### src/rtl/mips_multi_core.sv
// rtl/mips_multi_core.sv - multicycle MIPS core with control FSM and memory-mapped GPIO
module mips_multi_core #(
    parameter int          WIDTH     = 32,
    parameter int          GPIO_W    = 8,
    parameter logic [31:0] GPIO_ADDR = 32'h7FFC,
    parameter logic [31:0] RESET_PC  = 32'h0
) (
    input  logic              clk,
    input  logic              reset,
    output logic [WIDTH-1:0]  mem_addr,
    output logic [WIDTH-1:0]  mem_wdata,
    output logic              mem_we,
    input  logic [WIDTH-1:0]  mem_rdata,
    output logic [GPIO_W-1:0] gpio,
    output logic [3:0]        state_o,
    output logic              instr_done
);
    localparam logic [3:0] S_FETCH    = 4'd0;
    localparam logic [3:0] S_DECODE   = 4'd1;
    localparam logic [3:0] S_MEMADR   = 4'd2;
    localparam logic [3:0] S_MEMREAD  = 4'd3;
    localparam logic [3:0] S_MEMWB    = 4'd4;
    localparam logic [3:0] S_MEMWRITE = 4'd5;
    localparam logic [3:0] S_EXEC     = 4'd6;
    localparam logic [3:0] S_ALUWB    = 4'd7;
    localparam logic [3:0] S_BRANCH   = 4'd8;
    localparam logic [3:0] S_ADDIEX   = 4'd9;
    localparam logic [3:0] S_ADDIWB   = 4'd10;
    localparam logic [3:0] S_JUMP     = 4'd11;

    localparam logic [5:0] OP_R    = 6'h00;
    localparam logic [5:0] OP_J    = 6'h02;
    localparam logic [5:0] OP_BEQ  = 6'h04;
    localparam logic [5:0] OP_ADDI = 6'h08;
    localparam logic [5:0] OP_LW   = 6'h23;
    localparam logic [5:0] OP_SW   = 6'h2B;

    logic [3:0]       state;
    logic [3:0]       state_next;
    logic [WIDTH-1:0] pc;
    logic [31:0]      ir;
    logic [WIDTH-1:0] a;
    logic [WIDTH-1:0] b;
    logic [WIDTH-1:0] alu_out;
    logic [WIDTH-1:0] mdr;
    logic [WIDTH-1:0] rf [0:31];

    logic [5:0]       op;
    logic [4:0]       rs;
    logic [4:0]       rt;
    logic [4:0]       rd;
    logic [5:0]       funct;
    logic [WIDTH-1:0] imm_sext;
    logic [WIDTH-1:0] rs_val;
    logic [WIDTH-1:0] rt_val;
    logic             funct_ok;
    logic [WIDTH-1:0] alu_r;
    logic             is_gpio;
    logic [WIDTH-1:0] jump_pc;
    logic             rf_we;
    logic [4:0]       rf_waddr;
    logic [WIDTH-1:0] rf_wdata;

    assign op       = ir[31:26];
    assign rs       = ir[25:21];
    assign rt       = ir[20:16];
    assign rd       = ir[15:11];
    assign funct    = ir[5:0];
    assign imm_sext = WIDTH'($signed(ir[15:0]));
    assign rs_val   = (rs == 5'd0) ? '0 : rf[rs];
    assign rt_val   = (rt == 5'd0) ? '0 : rf[rt];
    assign is_gpio  = (alu_out == WIDTH'(GPIO_ADDR));
    // Jump keeps the upper PC bits above bit 27; narrower cores simply lose them.
    assign jump_pc  = (pc & ~WIDTH'(32'h0FFF_FFFF)) | WIDTH'({ir[25:0], 2'b00});

    assign state_o   = state;
    assign mem_wdata = b;
    assign mem_addr  = (state == S_MEMREAD || state == S_MEMWRITE) ? alu_out : pc;
    // A reset landing on the MEMWRITE cycle must not let the store through.
    assign mem_we    = (state == S_MEMWRITE) && !is_gpio && !reset;

    // R-type ALU; unknown funct yields 0 and is never written back.
    always_comb begin
        funct_ok = 1'b1;
        alu_r    = '0;
        case (funct)
            6'h20:   alu_r = a + b;
            6'h22:   alu_r = a - b;
            6'h24:   alu_r = a & b;
            6'h25:   alu_r = a | b;
            6'h2A:   alu_r = ($signed(a) < $signed(b)) ? WIDTH'(1) : '0;
            default: funct_ok = 1'b0;
        endcase
    end

    // Next-state sequencing and the end-of-instruction pulse.
    always_comb begin
        state_next = S_FETCH;
        instr_done = 1'b0;
        case (state)
            S_FETCH:  state_next = S_DECODE;
            S_DECODE: begin
                case (op)
                    OP_LW, OP_SW: state_next = S_MEMADR;
                    OP_R:         state_next = S_EXEC;
                    OP_BEQ:       state_next = S_BRANCH;
                    OP_ADDI:      state_next = S_ADDIEX;
                    OP_J:         state_next = S_JUMP;
                    default:      instr_done = 1'b1;
                endcase
            end
            S_MEMADR:  state_next = (op == OP_LW) ? S_MEMREAD : S_MEMWRITE;
            S_MEMREAD: state_next = S_MEMWB;
            S_EXEC:    state_next = S_ALUWB;
            S_ADDIEX:  state_next = S_ADDIWB;
            S_MEMWB, S_MEMWRITE, S_ALUWB, S_BRANCH, S_ADDIWB, S_JUMP:
                instr_done = 1'b1;
            default:   state_next = S_FETCH;
        endcase
    end

    // Register-file write port selection by writeback state.
    always_comb begin
        rf_we    = 1'b0;
        rf_waddr = rt;
        rf_wdata = alu_out;
        case (state)
            S_MEMWB:  begin rf_we = 1'b1; rf_wdata = mdr; end
            S_ALUWB:  begin rf_we = funct_ok; rf_waddr = rd; end
            S_ADDIWB: rf_we = 1'b1;
            default:  rf_we = 1'b0;
        endcase
    end

    // Register file is not cleared by reset; $0 is never written.
    always_ff @(posedge clk) begin
        if (!reset && rf_we && rf_waddr != 5'd0)
            rf[rf_waddr] <= rf_wdata;
    end

    // Datapath registers, GPIO latch and FSM state.
    always_ff @(posedge clk) begin
        if (reset) begin
            state   <= S_FETCH;
            pc      <= WIDTH'(RESET_PC);
            ir      <= '0;
            a       <= '0;
            b       <= '0;
            alu_out <= '0;
            mdr     <= '0;
            gpio    <= '0;
        end else begin
            state <= state_next;
            case (state)
                S_FETCH: begin
                    ir <= 32'(mem_rdata);
                    pc <= pc + WIDTH'(4);
                end
                S_DECODE: begin
                    a       <= rs_val;
                    b       <= rt_val;
                    alu_out <= pc + (imm_sext << 2);
                end
                S_MEMADR, S_ADDIEX: alu_out <= a + imm_sext;
                S_MEMREAD:          mdr <= mem_rdata;
                S_MEMWRITE:         if (is_gpio) gpio <= b[GPIO_W-1:0];
                S_EXEC:             alu_out <= alu_r;
                S_BRANCH:           if (a == b) pc <= alu_out;
                S_JUMP:             pc <= jump_pc;
                default: ;
            endcase
        end
    end
endmodule
### config.mk
export PLATFORM = sky130hd
export DESIGN_NAME = mips_multi_core
export DESIGN_NICKNAME = d
export VERILOG_FILES = /design/src/rtl/mips_multi_core.sv
export SDC_FILE = /design/constraint.sdc
export NUM_CORES = 2
export LEC_CHECK = 0
export CAP_MARGIN = 20
export CORE_AREA = 3 3 350 421
export DETAILED_ROUTE_END_ITERATION = 10
export DIE_AREA = 0 0 353 424
export GPL_TIMING_DRIVEN = 0
export PLACE_DENSITY = 0.6
export RECOVER_POWER = 100
export SYNTH_ARGS = -nofsm -noshare
export SYNTH_HDL_FRONTEND = slang
export SYNTH_SLANG_ARGS = --single-unit
### constraint.sdc
create_clock -name clk -period 5 [get_ports clk]
set_input_delay 1.25 -clock clk [delete_from_list [all_inputs] [get_ports clk]]
set_output_delay 1.25 -clock clk [all_outputs]
set_load 0.01 [all_outputs]
After elaboration in Yosys (flattened, before gate mapping)

Memory sizes are Yosys's and may differ from the RTL's. A register that Yosys moved wholly into a read port is not among the register bits.
Index checks and enable logic that the tools add are counted.

Add/sub/neg operators: 5
Order comparisons: 1
Equal/unequal tests: 24
Mux-type cells: 23
Bitwise operators: 3
Reduce and logical (&&, ||, !) cells: 22

Operator list:

| kind                                            | number |
|---|---|
| case mux 32 bit (3 select lines)                | 2 |
| two-way mux 32 bit                              | 5 |
| case mux 32 bit (5 select lines)                | 1 |
| adder 32 bit                                    | 3 |
| == test 6 bit, second input constant            | 7 |
| adder 32 x 3 -> 32 bit, second input constant   | 1 |
| AND 32 bit                                      | 1 |
| == test 32 x 15 -> 1 bit, second input constant | 1 |
| == test 32 bit                                  | 1 |
| < comparator 32 bit                             | 1 |
| OR 32 x 28 -> 32 bit                            | 1 |
| OR 32 bit                                       | 1 |
| subtractor 32 bit                               | 1 |
| two-way mux 5 bit                               | 5 |
| case mux 4 bit (6 select lines)                 | 1 |
| case mux 4 bit (5 select lines)                 | 1 |
| == test 4 x 3 -> 1 bit, second input constant   | 4 |
| == test 4 bit, second input constant            | 4 |
| OR reduction 6 bit                              | 2 |
| logical NOT 5 bit                               | 2 |
| == test 4 x 2 -> 1 bit, second input constant   | 2 |
| == test 6 x 2 -> 1 bit, second input constant   | 1 |
| == test 6 x 3 -> 1 bit, second input constant   | 1 |
| == test 6 x 4 -> 1 bit, second input constant   | 1 |
| 15 further kinds                                | 28 |

Flip-flop bits (word level): 204
RAM bits: 1024
Input port bits: 34
Output and inout port bits: 78
Word-level logic and storage cells: 87
Memories kept: 1

Memory list:

| name | depth | bits a word | rd ports | clocked after Yosys merged registers in | write ports | line | RTL |
|---|---|---|---|---|---|---|---|
| rf   | 32    | 32          | 2        | 2                                       | 1           | 46   | `logic [WIDTH-1:0] rf [0:31];` |

Logic depth before layout (Yosys ltp)

Word-level depth: 8
Depth in mapped cells: 15
Mapped depth without buffers: 13

Worst setup path before layout

No wires, ideal clock.

Path type: register to register
Start point: reg state[2] (netlist: state_o[2])
End point: mem rf[17][0] (enable)
Library setup time: 421 ps
Data arrival time: 3328 ps
Path slack: 1250 ps
Cell stages (with the launch flop): 9
Period minus slack after synthesis: 3750 ps
Path through: dfxtp_1 > clkbuf_1 > nor2b_1 > nand3_1 > a21oi_1 > o21ai_0 > nor2_1 > nand2_1 > nor2_1

Longest elaborated chain between the ends: 7
Elaborated cells on any way between the ends: 11
Those cells by class: eq/ne: 3; mux: 4; reduce/logical: 4

Ends and longest elaborated chain:

| item                                                    | line | RTL |
|---|---|---|
| from (decl)                                             | 38   | `logic [3:0] state;` |
| from (signal assigned)                                  | 153  | `state <= state_next;` |
| == test 4 bit or == test 4 x 3 -> 1 bit (tied branches) | 127  | `case (state)` |
| OR reduction 2 bit (no source line)                     | --   |  |
| case mux 1 bit (2 select lines)                         | 127  |  |
| logical AND 1 bit (2 in a row)                          | 137  | `if (!reset && rf_we && rf_waddr != 5'd0)` |
| two-way mux 1 bit                                       | 137  |  |
| two-way mux 1 bit (implied by the code)                 | 138  | `rf[rf_waddr] <= rf_wdata;` |
| to (decl)                                               | 46   |  |

Several ways; a longest one is shown, not always the timed one.

Worst setup path in the final report

Start point: reg ir[15]
End point: mem rf[8][10] (enable)

Longest elaborated chain between the ends: 5

Ends and longest elaborated chain:

| item                                    | line | RTL |
|---|---|---|
| from (decl)                             | 41   | `logic [31:0] ir;` |
| from (signal assigned)                  | 156  | `ir <= 32'(mem_rdata);` |
| two-way mux 5 bit (*)                   | 127  |  |
| nonzero test 5 bit                      | 137  |  |
| logical AND 1 bit                       | 137  |  |
| two-way mux 1 bit                       | 137  |  |
| two-way mux 1 bit (implied by the code) | 138  |  |

Every way passes the cells marked *; elsewhere a longest branch is shown, timed or not.

==> results.md <==
- Slew HR: -0.226
- Layout cells sized above 1: 0.220
- Final setup viols: 14
- Adder-cell share of the synthesized area: 0.0331
- Area of the multi-input gates: about 28,000 sq um
- Yosys warnings: 0
- DR vias: ~43,000
- Largest family of logic cells by synthesized area: multiplexers
- Clk sinks: between 1,000 and 1,500
- Crit path max fanout: 31
- Initial Utilization: 0.449
- DR vias/cell: ~6.4
- Worst path required time: 5.45 ns
- Worst reg-to-reg path cell count: 8
- Power Density: between 500 and 600 nW/um^2
- Core Area: 143,000 sq um
- GRT Total Usage: 0.306
- Critical R2R Launch: ir[15]
- Worst R2R End: rf[8][10]
- Post-route ant nets: 0
- Fill cells: roughly 12,000
- Simple-Gate Fraction of Synth Area: 0.0611
- DR DRC count: 0
- Die W: between 300 and 400 um
- Setup WS pre-CTS: 0.201 ns
- Mux cell area share after synthesis: 0.248
- Failing checks: capacitance limit, slew limit, setup timing
- # H-tree levels: 3
- Post-layout util: 0.515
- Syn-to-layout area delta: 14.7%
- Nets: roughly 4,900
- I/O pins: roughly 110
- R2r setup slk: -0.04 ns
- Post-synthesis compound-gate area fraction: 0.0757
- Avg Inst Size Synth: around 15 sq um
- Worst-Skew Late Latency: slightly below 0.8 ns
- Peak VDD IR: around 0.34 mV
- Largest net degree at the start of global routing: 33
- Slew @ Worst Pin: 1.84 ns
- Final WS setup: -0.0389 ns
- Fmax: around 200 MHz
- Initial DRC count: around 5,000
- # port buffers: 110
- Final Hold Slack: between 0.4 and 0.5 ns
- Post-synth EDFFs: around 1,000
- Clk pin slew, worst setup/hold paths: approximately 0.06 ns
- Crit start category: register
- Final worst-path cycle share: 1.01
- Clk root buf: clkbuf_16
- Die Ht: 424 um
- CP endpoint kind: register
- Hold WC Path Type: reg2reg
- Fin. Hold Viols: 0
- Final GP Congestion: about 1.0
- CTS buffer count: 120
- Sequential element share of the synthesized area: 0.545
- Xor and xnor area share after synthesis: 0.0114
- TritonRoute pass-1 iters: 7
- Vias in the first global route: 44,000
- Main synth FF type: edfxtp_1
- Syn Inst Count: about 4,300
- Crit path time final: between 5 and 6 ns
- Worst path arrival time: 5.49 ns
- Initial antenna violation count: 5
- Synth cell types: 102
- Yosys reg bits: approximately 1,200
- Ys async rst share: 0
- Number of placement rows: 152
- Total Wirelength: 231,000 um
- Max-cap violations: 4
- Worst Skew: ~0.044 ns
- Status: finished, violations left
- Pleak: 24.2 nW
- Max-slew violation count: 48
- Dpl hpwl: roughly 170,000 um
- Grt ovf: 0
- Hold Crit Depth: 2
- Storage element area: between 30,000 and 40,000 sq um
- Hold_sp: mdr[21]
- Post-DR wirelength/cell: about 34 um
- Type of the worst setup path: reg2reg
- First-pass GRT wire length: approximately 320,000 um
- Die area: roughly 150,000 sq um
- RSZ-0062 raised after global routing: false
- Hold endpoint: mdr[21]
- CTS tree: built
- Max clock buf depth: 3
- Synthesized area: 64,300 sq um
[worst max-delay path by stage]
| stage | startpoint | endpoint | slack (ns) | depth (start not counted) |
|---|---|---|---|---|
| 5_1_grt | ir[1] | rf[12][10] | 0.02 | 9 |
| 6_report | ir[15] | rf[8][10] | -0.04 | 8 |
| 3_5_place_dp | ir[1] | alu_out[28] | 0.20 | 13 |
| 3_3_place_gp | ir[15] | rf[16][24] | -1.99 | 7 |
| 4_1_cts | alu_out[28] | mem_we | 0.09 | 5 |
| 2_1_floorplan | state_o[2] | rf[17][0] | 1.25 | 8 |
[cells in the final DEF (no fill, tap or decap), types with 65 or more instances in the layout]
cell and count:
edfxtp_1 1024, mux4_2 640, nor2_1 310, a21oi_1 292
nand2_1 263, clkbuf_1 225, dfxtp_1 213, ha_1 163
clkbuf_16 122, o21ai_0 118, inv_1 117, mux2i_1 78
dlygate4sd3_1 68, xnor2_1 65
[Yosys cell counts, drive strengths merged (24+ instances only)]
cell,n,share of area
clkbuf,190,0.012
a31oi,24,0.0027
a221oi,26,0.0036
a211oi,27,0.0032
xnor2,65,0.0089
buf,101,0.0073
mux4,640,0.22
mux2i,78,0.012
nor3,60,0.0047
mux2,65,0.011
a21oi,294,0.023
a21o,58,0.0068
ha,163,0.032
nand2,263,0.015
nand2b,26,0.0025
edfxtp,1024,0.48
nor4,24,0.0028
inv,117,0.0068
dfxtp,214,0.067
nor2,342,0.020
nand3,41,0.0032
o21ai,141,0.011
[through the flow]
stage | instances | setup TNS [ns] | total power [mW] | instance area, sq um
CTS | 6697 | 0 | 40.3 | 73700
global route | 6718 | 0 | 41.9 | 73800
finish | 6721 | -0.294 | 40.6 | 73800
global placement | 6389 | -1651.14 | 30.5 | 67900
detailed placement | 6470 | 0 | 31.0 | 69700
floorplan | 4354 | 0 | 24.0 | 64400
[where the power goes]
| part | internal [mW] | switching (mW) |
|---|---|---|
| combinational | 6.50 | 10.8 |
| clock | 5.25 | 4.10 |
| sequential | 12.9 | 0.972 |
| total | 24.7 | 15.9 |
[cell families (layout without fill, tap and decap cells)]
| family | count (synthesis) | count (layout) |
|---|---|---|
| AO/OA/AOI/OAI | 766 | 766 |
| XOR/XNOR | 84 | 84 |
| adder cells (fa/ha/maj) | 168 | 168 |
| buffers and inverters | 409 | 848 |
| flip-flops | 1238 | 1238 |
| multiplexers | 783 | 783 |
| other | 1 | 35 |
| AND/OR/NAND/NOR | 874 | 874 |
[state kept, by name, summed over array words and instances (netlist names), named ones only]
name,cells
alu_out,32
state_o,4
ir,32
mem_wdata,32
gpio,8
rf,1024
pc,32
a,32
mdr,32
[routing by layer]
layer | share of wire | global-route usage | vias to the layer above
met2 | 0.51 | 0.538 | 2056
met3 | 0.070 | 0.0485 | 661
li1 | - | - | 18100
met4 | 0.078 | 0.208 | 2
met1 | 0.34 | 0.344 | 22300
met5 | 0.000061 | 0 | -
[worst max-delay path, cell delays in order, from the launching register on]
cell,delay [ns]
dfxtp_2,0.87
clkbuf_1,0.71
o31ai_1,0.43
inv_1,0.17
o21ai_0,0.11
nor2_1,0.51
nand2_1,0.32
nor2_2,1.23
buf_12,0.30
[area by class of cell]
type                            count  area share
Sequential cell                  1238       0.475
Multi-Input combinational cell   2707       0.378
Clock buffer                      152      0.0435
Timing Repair Buffer              217      0.0381
Tap cell                         1925      0.0326
Buffer                            289      0.0167
Clock inverter                     72      0.0103
Inverter                          118     0.00606
Antenna cell                        3    0.000102
[timing repair]
action | 4_1_cts | 5_1_grt
setup endpoints to repair | 28 | 182
setup buffers | 3 | 0
gates resized for setup | 2 | 4
hold buffers | 0 | 0
Note: power is estimated with default switching activity, not from simulation.
